===== src/rtl/ecc_pkg.sv =====
// Shared types and helpers for the ECC error logger: error classes,
// the fixed-width portion of a log entry, and the syndrome classifier.
package ecc_pkg;

    localparam int SYN_W  = 4;
    localparam int DATA_W = 8;

    typedef enum logic [1:0] {
        NONE      = 2'b00,
        DATA_CORR = 2'b01,
        PAR_CORR  = 2'b10,
        UNCORR    = 2'b11
    } err_class_t;

    // Fixed-width fields of a log entry. The address width is a parameter of
    // the top level, so the address is appended below these fields there.
    typedef struct packed {
        err_class_t              cls;
        logic [SYN_W-1:0]        syndrome;
        logic [DATA_W-1:0]       data;
    } log_entry_t;

    // Map a Hamming(12,8) syndrome onto an error class. Single-bit syndromes
    // point at a parity bit, 13..15 do not correspond to any bit position.
    function automatic err_class_t classify_syndrome(input logic [SYN_W-1:0] syn);
        err_class_t cls;
        case (syn)
            4'd0:                    cls = NONE;
            4'd1, 4'd2, 4'd4, 4'd8:  cls = PAR_CORR;
            4'd13, 4'd14, 4'd15:     cls = UNCORR;
            default:                 cls = DATA_CORR;
        endcase
        return cls;
    endfunction

endpackage


===== src/rtl/ecc_log_fifo.sv =====
// Synchronous FIFO for error-log entries. A push into a full FIFO succeeds
// only when a pop frees a slot in the same cycle; otherwise it is dropped.
// The head word reads as zero while the FIFO is empty.
module ecc_log_fifo #(
    parameter int WIDTH = 24,
    parameter int DEPTH = 8,
    localparam int PTR_W = $clog2(DEPTH),
    localparam int CNT_W = PTR_W + 1
) (
    input  logic             clk,
    input  logic             rst,
    input  logic             push,
    input  logic [WIDTH-1:0] push_data,
    input  logic             pop,
    output logic             full,
    output logic             empty,
    output logic [CNT_W-1:0] count,
    output logic [WIDTH-1:0] head
);

    logic [WIDTH-1:0] mem_q [DEPTH];
    logic [PTR_W-1:0] wr_ptr_q, wr_ptr_d;
    logic [PTR_W-1:0] rd_ptr_q, rd_ptr_d;
    logic [CNT_W-1:0] count_q, count_d;
    logic             do_push;
    logic             do_pop;

    assign full  = (count_q == CNT_W'(DEPTH));
    assign empty = (count_q == '0);
    assign count = count_q;
    assign head  = empty ? '0 : mem_q[rd_ptr_q];

    // Next pointer and occupancy values from the accepted push/pop.
    always_comb begin
        // NOTE: every always_comb output gets a default first so no path can infer a latch.
        do_pop   = pop && !empty;
        do_push  = push && (!full || do_pop);
        wr_ptr_d = wr_ptr_q;
        rd_ptr_d = rd_ptr_q;
        count_d  = count_q + CNT_W'(do_push) - CNT_W'(do_pop);
        if (do_push) wr_ptr_d = wr_ptr_q + PTR_W'(1);
        if (do_pop)  rd_ptr_d = rd_ptr_q + PTR_W'(1);
    end

    // Pointer and occupancy registers with synchronous clear.
    always_ff @(posedge clk) begin
        // NOTE: sequential state uses non-blocking assignments so every flop samples pre-edge values.
        if (rst) begin
            wr_ptr_q <= '0;
            rd_ptr_q <= '0;
            count_q  <= '0;
        end else begin
            wr_ptr_q <= wr_ptr_d;
            rd_ptr_q <= rd_ptr_d;
            count_q  <= count_d;
        end
    end

    // Entry storage write port.
    always_ff @(posedge clk) begin
        // NOTE: storage is not reset; stale words are unreachable because head is gated by empty.
        if (do_push) mem_q[wr_ptr_q] <= push_data;
    end

endmodule


===== src/rtl/ecc_error_logger.sv =====
// ECC error logger: registers each decoder result, classifies its syndrome
// one edge later, keeps saturating per-class counters, logs non-clean
// events into a FIFO and raises a sticky interrupt.
module ecc_error_logger
    import ecc_pkg::*;
#(
    parameter int ADDR_W     = 10,
    parameter int LOG_DEPTH  = 8,
    parameter int CNT_W      = 16,
    parameter int IRQ_THRESH = 4
) (
    input  logic                       clk,
    input  logic                       rst,
    input  logic                       chk_valid,
    input  logic [ADDR_W-1:0]          chk_addr,
    input  logic [SYN_W-1:0]           chk_syndrome,
    input  logic [DATA_W-1:0]          chk_data,
    input  logic                       clr,
    input  logic                       log_rd_en,
    output logic                       log_empty,
    output logic [$clog2(LOG_DEPTH):0] log_count,
    output logic [ADDR_W+13:0]         log_entry,
    output logic                       log_overflow,
    output logic [CNT_W-1:0]           cnt_data_corr,
    output logic [CNT_W-1:0]           cnt_par_corr,
    output logic [CNT_W-1:0]           cnt_uncorr,
    output logic                       irq
);

    localparam int ENTRY_W = ADDR_W + $bits(log_entry_t);

    // Stage 1 registers.
    logic                s1_valid_q, s1_valid_d;
    logic [ADDR_W-1:0]   s1_addr_q,  s1_addr_d;
    logic [SYN_W-1:0]    s1_syn_q,   s1_syn_d;
    logic [DATA_W-1:0]   s1_data_q,  s1_data_d;

    // Stage 2 state.
    logic [CNT_W-1:0]    cnt_data_q, cnt_data_d;
    logic [CNT_W-1:0]    cnt_par_q,  cnt_par_d;
    logic [CNT_W-1:0]    cnt_unc_q,  cnt_unc_d;
    logic                ovf_q,      ovf_d;
    logic                irq_q,      irq_d;

    logic                sync_clr;
    err_class_t          s2_class;
    logic                s2_event;
    log_entry_t          s2_meta;
    logic [ENTRY_W-1:0]  push_data;
    logic [CNT_W:0]      corr_sum;
    logic                fifo_full;

    assign sync_clr = rst || clr;

    function automatic logic [CNT_W-1:0] sat_inc(input logic [CNT_W-1:0] v);
        return (&v) ? v : v + CNT_W'(1);
    endfunction

    // Stage 1: capture the decoder result; invalid cycles leave no event.
    always_comb begin
        s1_valid_d = chk_valid;
        s1_addr_d  = chk_addr;
        s1_syn_d   = chk_syndrome;
        s1_data_d  = chk_data;
    end

    // Stage 2: classify, count, build the log word and evaluate the interrupt.
    always_comb begin
        s2_class         = classify_syndrome(s1_syn_q);
        s2_event         = s1_valid_q && (s2_class != NONE);
        s2_meta.cls      = s2_class;
        s2_meta.syndrome = s1_syn_q;
        s2_meta.data     = s1_data_q;
        push_data        = {s2_meta, s1_addr_q};
        cnt_data_d       = cnt_data_q;
        cnt_par_d        = cnt_par_q;
        cnt_unc_d        = cnt_unc_q;
        irq_d            = irq_q;
        if (s2_event) begin
            case (s2_class)
                DATA_CORR: cnt_data_d = sat_inc(cnt_data_q);
                PAR_CORR:  cnt_par_d  = sat_inc(cnt_par_q);
                default:   cnt_unc_d  = sat_inc(cnt_unc_q);
            endcase
        end
        // Extra bit keeps the sum exact even with both counters saturated.
        corr_sum = {1'b0, cnt_data_d} + {1'b0, cnt_par_d};
        if (s2_event && (s2_class == UNCORR || corr_sum >= (CNT_W+1)'(IRQ_THRESH)))
            irq_d = 1'b1;
        // A full log only has room this cycle if software pops the head.
        ovf_d = ovf_q || (s2_event && fifo_full && !log_rd_en);
    end

    // Pipeline, counter and flag registers; clr acts exactly like rst.
    always_ff @(posedge clk) begin
        if (sync_clr) begin
            s1_valid_q <= 1'b0;
            s1_addr_q  <= '0;
            s1_syn_q   <= '0;
            s1_data_q  <= '0;
            cnt_data_q <= '0;
            cnt_par_q  <= '0;
            cnt_unc_q  <= '0;
            ovf_q      <= 1'b0;
            irq_q      <= 1'b0;
        end else begin
            s1_valid_q <= s1_valid_d;
            s1_addr_q  <= s1_addr_d;
            s1_syn_q   <= s1_syn_d;
            s1_data_q  <= s1_data_d;
            cnt_data_q <= cnt_data_d;
            cnt_par_q  <= cnt_par_d;
            cnt_unc_q  <= cnt_unc_d;
            ovf_q      <= ovf_d;
            irq_q      <= irq_d;
        end
    end

    ecc_log_fifo #(
        .WIDTH (ENTRY_W),
        .DEPTH (LOG_DEPTH)
    ) u_log_fifo (
        .clk       (clk),
        .rst       (sync_clr),
        .push      (s2_event),
        .push_data (push_data),
        .pop       (log_rd_en),
        .full      (fifo_full),
        .empty     (log_empty),
        .count     (log_count),
        .head      (log_entry)
    );

    assign cnt_data_corr = cnt_data_q;
    assign cnt_par_corr  = cnt_par_q;
    assign cnt_uncorr    = cnt_unc_q;
    assign log_overflow  = ovf_q;
    assign irq           = irq_q;

endmodule


===== config.mk =====
export PLATFORM = sky130hd
export DESIGN_NAME = ecc_error_logger
export DESIGN_NICKNAME = d
export VERILOG_FILES = /design/src/rtl/ecc_pkg.sv /design/src/rtl/ecc_log_fifo.sv /design/src/rtl/ecc_error_logger.sv
export SDC_FILE = /design/constraint.sdc
export NUM_CORES = 1
export LEC_CHECK = 0
export ABC_AREA = 1
export CORE_MARGIN = 10
export CORE_UTILIZATION = 60
export CTS_BUF_LIST = sky130_fd_sc_hd__clkbuf_2 sky130_fd_sc_hd__clkbuf_4 sky130_fd_sc_hd__clkbuf_8
export DETAILED_ROUTE_END_ITERATION = 8
export PLACE_DENSITY_LB_ADDON = 0.3
export SETUP_SLACK_MARGIN = 0.02
export SLEW_MARGIN = 20
export SYNTH_ARGS = -nofsm -noshare
export SYNTH_HDL_FRONTEND = slang
export SYNTH_SLANG_ARGS = --single-unit

===== constraint.sdc =====
create_clock -name clk -period 3.6 [get_ports clk]
set_input_delay 0.36 -clock clk [delete_from_list [all_inputs] [get_ports clk]]
set_output_delay 0.36 -clock clk [all_outputs]
set_load 0.01 [all_outputs]

Yosys cells after proc, flatten, opt, wreduce, memory -nomap -nowiden

Memory sizes are Yosys's and may differ from the RTL's. A register that Yosys moved wholly into a read port is not among the register bits.
Index checks and enable logic that the tools add are counted.

Input port bits: 27
Latch bits: 0
Bits in writable memories: 192
Memories kept: 2
Memory bits (read-only): 32
Bits in registers: 83
Output and inout port bits: 79

Memory list:

| memory           | depth | width | read ports | clocked after Yosys merged registers in | wr ports | RTL line           | RTL |
|---|---|---|---|---|---|---|---|
| u_log_fifo.mem_q | 8     | 24    | 1          | 1                                       | 1        | ecc_log_fifo.sv:21 | `logic [WIDTH-1:0] mem_q [DEPTH];` |
| (no name shown)  | 16    | 2     | 1          | 1                                       | 0        | ecc_pkg.sv:27      | `case (syn)` |

Multiplexer cells: 12
Equal/unequal tests: 4
Reductions and logical operators: 20
Divide/modulo/power cells: 0
$mul: 0
Add/subtract/negate cells: 8
Shift-type cells: 0
Order comparisons: 1
Bitwise gates (word level): 2

Operators with widths:

| operator                                                               | count |
|---|---|
| 16-bit 2-to-1 mux                                                      | 6 |
| 16-bit by 1-bit adder with 16-bit output, second input constant        | 3 |
| 16-bit AND reduction                                                   | 3 |
| 24-bit 2-to-1 mux                                                      | 1 |
| 16-bit by 16-bit adder with 17-bit output                              | 1 |
| 17-bit by 3-bit >= comparator with 1-bit output, second input constant | 1 |
| 3-bit by 1-bit adder with 3-bit output, second input constant          | 2 |
| 1-bit logical AND                                                      | 6 |
| 3-bit 2-to-1 mux                                                       | 2 |
| 4-bit by 1-bit adder with 4-bit output                                 | 1 |
| 2-bit == test, second input constant                                   | 2 |
| 4-bit == test, second input constant                                   | 1 |
| 4-bit zero test                                                        | 1 |
| 1-bit logical OR                                                       | 4 |
| 4-bit 2-to-1 mux                                                       | 1 |
| 4-bit by 1-bit subtractor with 4-bit output                            | 1 |
| 1-bit zero test                                                        | 3 |
| 3-bit AND reduction                                                    | 1 |
| 2-bit by 1-bit == test with 1-bit output, second input constant        | 1 |
| 1-bit 2-to-1 mux                                                       | 2 |
| 1-bit inverter                                                         | 2 |
| 2-bit nonzero test                                                     | 1 |
| 2-bit OR reduction                                                     | 1 |

Depth between registers and ports, before layout

Depth in word-level cells: 8
Mapped depth: 26
Gate-level depth less buffers: 26

Cells and area by module

From an unflattened synthesis, not the netlist that was laid out.

Cell total of the unflattened synthesis: 1,522
Area total of the unflattened synthesis: 13,176.4 um^2

Modules (own cells, without submodules):

| module           | instances | cells an instance | area an instance (um^2) |
|---|---|---|---|
| ecc_log_fifo     | 1         | 827               | 8,648.3 |
| ecc_error_logger | 1         | 695               | 4,528.1 |

Least setup slack after synthesis

OpenSTA, ideal clock, no wires.

Path type: register to register
Start point: reg cnt_data_q[1], in the netlist cnt_data_corr[1]
End point: reg irq_q, in the netlist irq
Path buffers: 0
Period minus slack after synthesis: 3,100 ps
Arrival time: 2,982 ps
Setup slack: 500 ps
Library setup time: 118 ps
Cell stages (with the launch flop): 25
Data required time: 3,482 ps
Cells stage by stage: dfxtp_1 -> ha_1 -> nand3_2 -> nor3_2 -> nand3_2 -> nor2_4 -> nand2_4 -> nand2_8 -> inv_4 -> or2_0 -> o21ai_2 -> inv_1 -> fa_1 -> nand2_1 -> nand2_1 -> nand3_1 -> nand3_1 -> nor2_1 -> nand2_1 -> nor2_1 -> nand2_1 -> nor2_1 -> nand3_1 -> nand2_1 -> a21oi_1

Word-level cells in the longest chain between the ends: 8

Ends and longest elaborated chain:

| item                                                                                    | RTL line                | RTL |
|---|---|---|
| start: declaration                                                                      | ecc_error_logger.sv:39  | `logic [CNT_W-1:0] cnt_data_q, cnt_data_d;` |
| start signal: assignment                                                                | ecc_error_logger.sv:111 | `cnt_data_q <= cnt_data_d;` |
| 16-bit by 1-bit adder with 16-bit output / 16-bit AND reduction (equally long branches) | ecc_error_logger.sv:56  | `return (&v) ? v : v + CNT_W'(1);` |
| 16-bit 2-to-1 mux                                                                       | ecc_error_logger.sv:56  |  |
| 16-bit 2-to-1 mux                                                                       | ecc_error_logger.sv:80  | `case (s2_class)` |
| 16-bit 2-to-1 mux (*)                                                                   | ecc_error_logger.sv:79  | `if (s2_event) begin` |
| via cnt_data_d[1]                                                                       | ecc_error_logger.sv:39  |  |
| 16-bit by 16-bit adder with 17-bit output (*)                                           | ecc_error_logger.sv:87  | `corr_sum = {1'b0, cnt_data_d} + {1'b0, cnt_par_d};` |
| 17-bit by 3-bit >= comparator with 1-bit output (*)                                     | ecc_error_logger.sv:88  | `if (s2_event && (s2_class == UNCORR \|\| corr_sum >= (CNT_W+1)'(IRQ_THRESH)))` |
| 1-bit logical OR (*)                                                                    | ecc_error_logger.sv:88  |  |
| 1-bit logical AND (*)                                                                   | ecc_error_logger.sv:88  |  |
| end signal: assignment                                                                  | ecc_error_logger.sv:115 | `irq_q <= irq_d;` |
| end: declaration                                                                        | ecc_error_logger.sv:43  | `logic irq_q, irq_d;` |

Mark *: on every way through the listed nets, which the timed path passes. The rest lies on a longest branch.
A chain may end at the register's enable or synchronous reset.

Worst setup path in the final report

Start point: reg cnt_data_q[1], in the netlist cnt_data_corr[1]
End point: reg irq_q, in the netlist irq

Word-level cells in the longest chain between the ends: 8

Ends and longest elaborated chain:

| item                                                                                    | RTL line |
|---|---|
| 16-bit by 1-bit adder with 16-bit output / 16-bit AND reduction (equally long branches) | ecc_error_logger.sv:56 |
| 16-bit 2-to-1 mux (*)                                                                   | ecc_error_logger.sv:56 |
| 16-bit 2-to-1 mux (*)                                                                   | ecc_error_logger.sv:80 |
| 16-bit 2-to-1 mux (*)                                                                   | ecc_error_logger.sv:79 |
| via cnt_data_d[6]                                                                       | ecc_error_logger.sv:39 |
| 16-bit by 16-bit adder with 17-bit output (*)                                           | ecc_error_logger.sv:87 |
| 17-bit by 3-bit >= comparator with 1-bit output (*)                                     | ecc_error_logger.sv:88 |
| 1-bit logical OR (*)                                                                    | ecc_error_logger.sv:88 |
| 1-bit logical AND (*)                                                                   | ecc_error_logger.sv:88 |

Marks and branches as above.

==> impl_metrics.tcl <==
set metrics [dict create \
    io_buffers 105 \
    grt_max_degree 97 \
    vias 9758 \
    yosys-top-cells-area "edfxtp_1 (46%), dfxtp_1 (14%), nor2_1 (7.3%), o21ai_0 (5.5%), nand2_1 (5.4%)" \
    yosys_warnings 0 \
    p_per_area_nw_per_um2 482 \
    die_w_um 165 \
    seq_area_um2 7540 \
    cts_made_buffers 44 \
    place.gp.congestion 0.923 \
    root_buffer "clkbuf_8" \
    worstMarginPinSlew_ps 681 \
    dr.pass1.iters 6 \
    dieHeight_um 165 \
    hold_class "primary input to flop" \
    clk_pin_slew_ps 60 \
    status "complete, no violations" \
    setup_viol 0 \
    fin_ws_ps 222 \
    yosysSeqAreaShare_pct 59.8 \
    syn_inst 1317 \
    drt-total-wl_um 29900 \
    drc 0 \
    grt_first_pass_wirelength_um 47100 \
    layout_commonest_cell "nor2_1" \
    synth_edf_count 192 \
    final_antenna_net_count 0 \
    worstSkewPairLatency_ps 540 \
    worstSetupPathType "flop to flop" \
    synthDistinctLibCells 45 \
    htree_num_levels 2 \
    start_kind "flop" \
    max-vdd-ir-drop_mv 0.309 \
    cts_buffer_depth 3 \
    relSlewSlack_pct 54.6 \
    grt_use_total_pct 21.5 \
    multi_input_area_um2 4510 \
    num_rows 52 \
    maxCapViolCount 0 \
    synth_flop_cell "edfxtp_1" \
    die-area_um2 27200 \
    insertedDiodeCount 0 \
    synth_area_um2 12600 \
    fin_nets 1509 \
    cts_sinks 280 \
    dp_slack_ps 42.6 \
    start_util_pct 61.6 \
    synth-async-reset-ratio_pct 0 \
    synth-seq-cells 280 \
    post-dp-hpwl_um 18700 \
    period_needed_ps 3380 \
    cp-end-kind "flop" \
    final_cell_mix "nor2_1 (231), edfxtp_1 (192), nand2_1 (176)" \
    drtIter0Drc 886 \
    coreArea_um2 20400 \
    p_leak_nw 5.82 \
    syn_avg_cell_area_um2 9.55 \
    fillers 1452 \
    ff2ff_setup_slack_ps 220 \
    final_layout_size_suffix_gt1_share_pct 12.2 \
    grt_pass1_vias 9600 \
    timing.hold.ws_ps 337 \
    avgViaCountPerCell 5.58 \
    overflow 0 \
    antenna_found_initial 0 \
    timing.final.crit_share_pct 93.8 \
    areaGrowthSynthToFinish_pct 20.2 \
    drv_slew 0 \
    arrival_ps 3770 \
    power_w 0.00728 \
    hold_viol_final 0 \
    ioPinCount 106 \
    cts_tree "yes" \
    wl_per_cell_um 17.1 \
    fin_util_pct 74.0 \
    cp.required_ps 4000 \
    setup_tns_ps 0 \
    fmax_mhz 296 \
    timing.critical_path.fanout_max 7 \
    yosysTopAreaCell "edfxtp_1" \
    skew_ps 12.6 \
    syn-num-nets 1380 \
    synth_top_area_share_pct 45.8 \
]
## cell usage after synthesis (2+ instances only)
cell type  count
inv_2          5
nand3_2        4
edfxtp_1     192
a31oi_1       26
a21oi_1       42
fa_1           2
dfxtp_1       88
o21ai_0      138
nand3_1       51
nor3_2         3
xnor2_1        7
nor2_1       244
nand2_2        2
nand4_1       13
inv_1        145
nor2_2         6
buf_2          7
nor4_1         4
and2_1         3
ha_1          34
o22ai_1       24
nor2_4         4
clkbuf_1      39
nor3_1        11
nand2_1      181
xor2_1        20
nand3b_1       4
## path summary, 6_finish.rpt
kind         cells past startpoint             start       endpoint
min reg2reg                      2     cnt_uncorr[8]  cnt_uncorr[8]
max                             23  cnt_data_corr[1]            irq
min                              3       chk_addr[8]   s1_addr_q[8]
max reg2reg                     23  cnt_data_corr[1]            irq
## where the power goes
| part | switching (W) | internal, W | total [W] |
|---|---|---|---|
| Combinational | 0.000646 | 0.000461 | 0.00111 |
| Sequential | 0.0000378 | 0.00347 | 0.00350 |
| Clock | 0.00118 | 0.00149 | 0.00267 |
## cells by family after synthesis
| kind of cell | count (synthesis) | synth area share [%] |
|---|---|---|
| xor gates and xnor gates | 28 | 2.01 |
| AOI/OAI and AO/OA | 237 | 10.1 |
| and+or+nand+nor | 537 | 18.3 |
| buffers and inverters | 199 | 6.06 |
| DFF | 280 | 59.8 |
| adders and majority gates | 36 | 3.70 |
## per-stage QoR
| stage | cell area [um^2] | cells |
|---|---|---|
| final | 15100 | 1750 |
| after global routing | 15100 | 1750 |
| after CTS | 14900 | 1746 |
| after detailed placement | 14000 | 1666 |
| after global placement | 14000 | 1666 |
| after floorplan | 12600 | 1317 |
## routing by layer
layer	GRT usage [%]	up-vias	wire length, um
met5	0	-	0
met4	7.89	0	667
met3	5.33	57	2360
met2	36.1	402	14900
met1	26.4	4615	11900
li1	-	4684	-
## layout make-up
type	instances	share of cell area [%]
sequential	280	49.9
multi-input combinational	839	29.8
timing repair buffer	130	8.44
clock buffer	66	5.26
inverter	151	3.77
tap	270	2.23
clock inverter	14	0.629
## state kept, by name (all words and copies together), names as in the netlist, 3 cells and up, named ones only
name / cells
cnt_data_corr: 16
cnt_par_corr: 16
cnt_uncorr: 16
s1_addr_q: 10
s1_data_q: 8
s1_syn_q: 4
u_log_fifo.count: 4
u_log_fifo.mem_q: 192
u_log_fifo.rd_ptr_q: 3
u_log_fifo.wr_ptr_q: 3
## worst max-delay path, cell delays in order, from the launching register on
cell	delay, ps
dfxtp_4	380
ha_4	140
nand3_2	100
nor3_4	220
nand3_2	160
nor2_4	180
nand2_4	90
nand2_8	130
inv_4	60
nand2_1	100
xor2_2	160
inv_1	60
ha_2	370
nand2_1	130
nor2_2	190
nand3_1	130
nand3_1	100
nand2_1	50
nand2_1	100
nand2_1	70
nor2_1	110
nand3_1	80
nand2_1	60
a21oi_1	60
## timing repair
action	in CTS	in global routing
resized for setup	0	46
setup endpoints to repair	0	1
hold buffers	0	0
setup buffers	0	3
(Power assumes the default switching activity.)
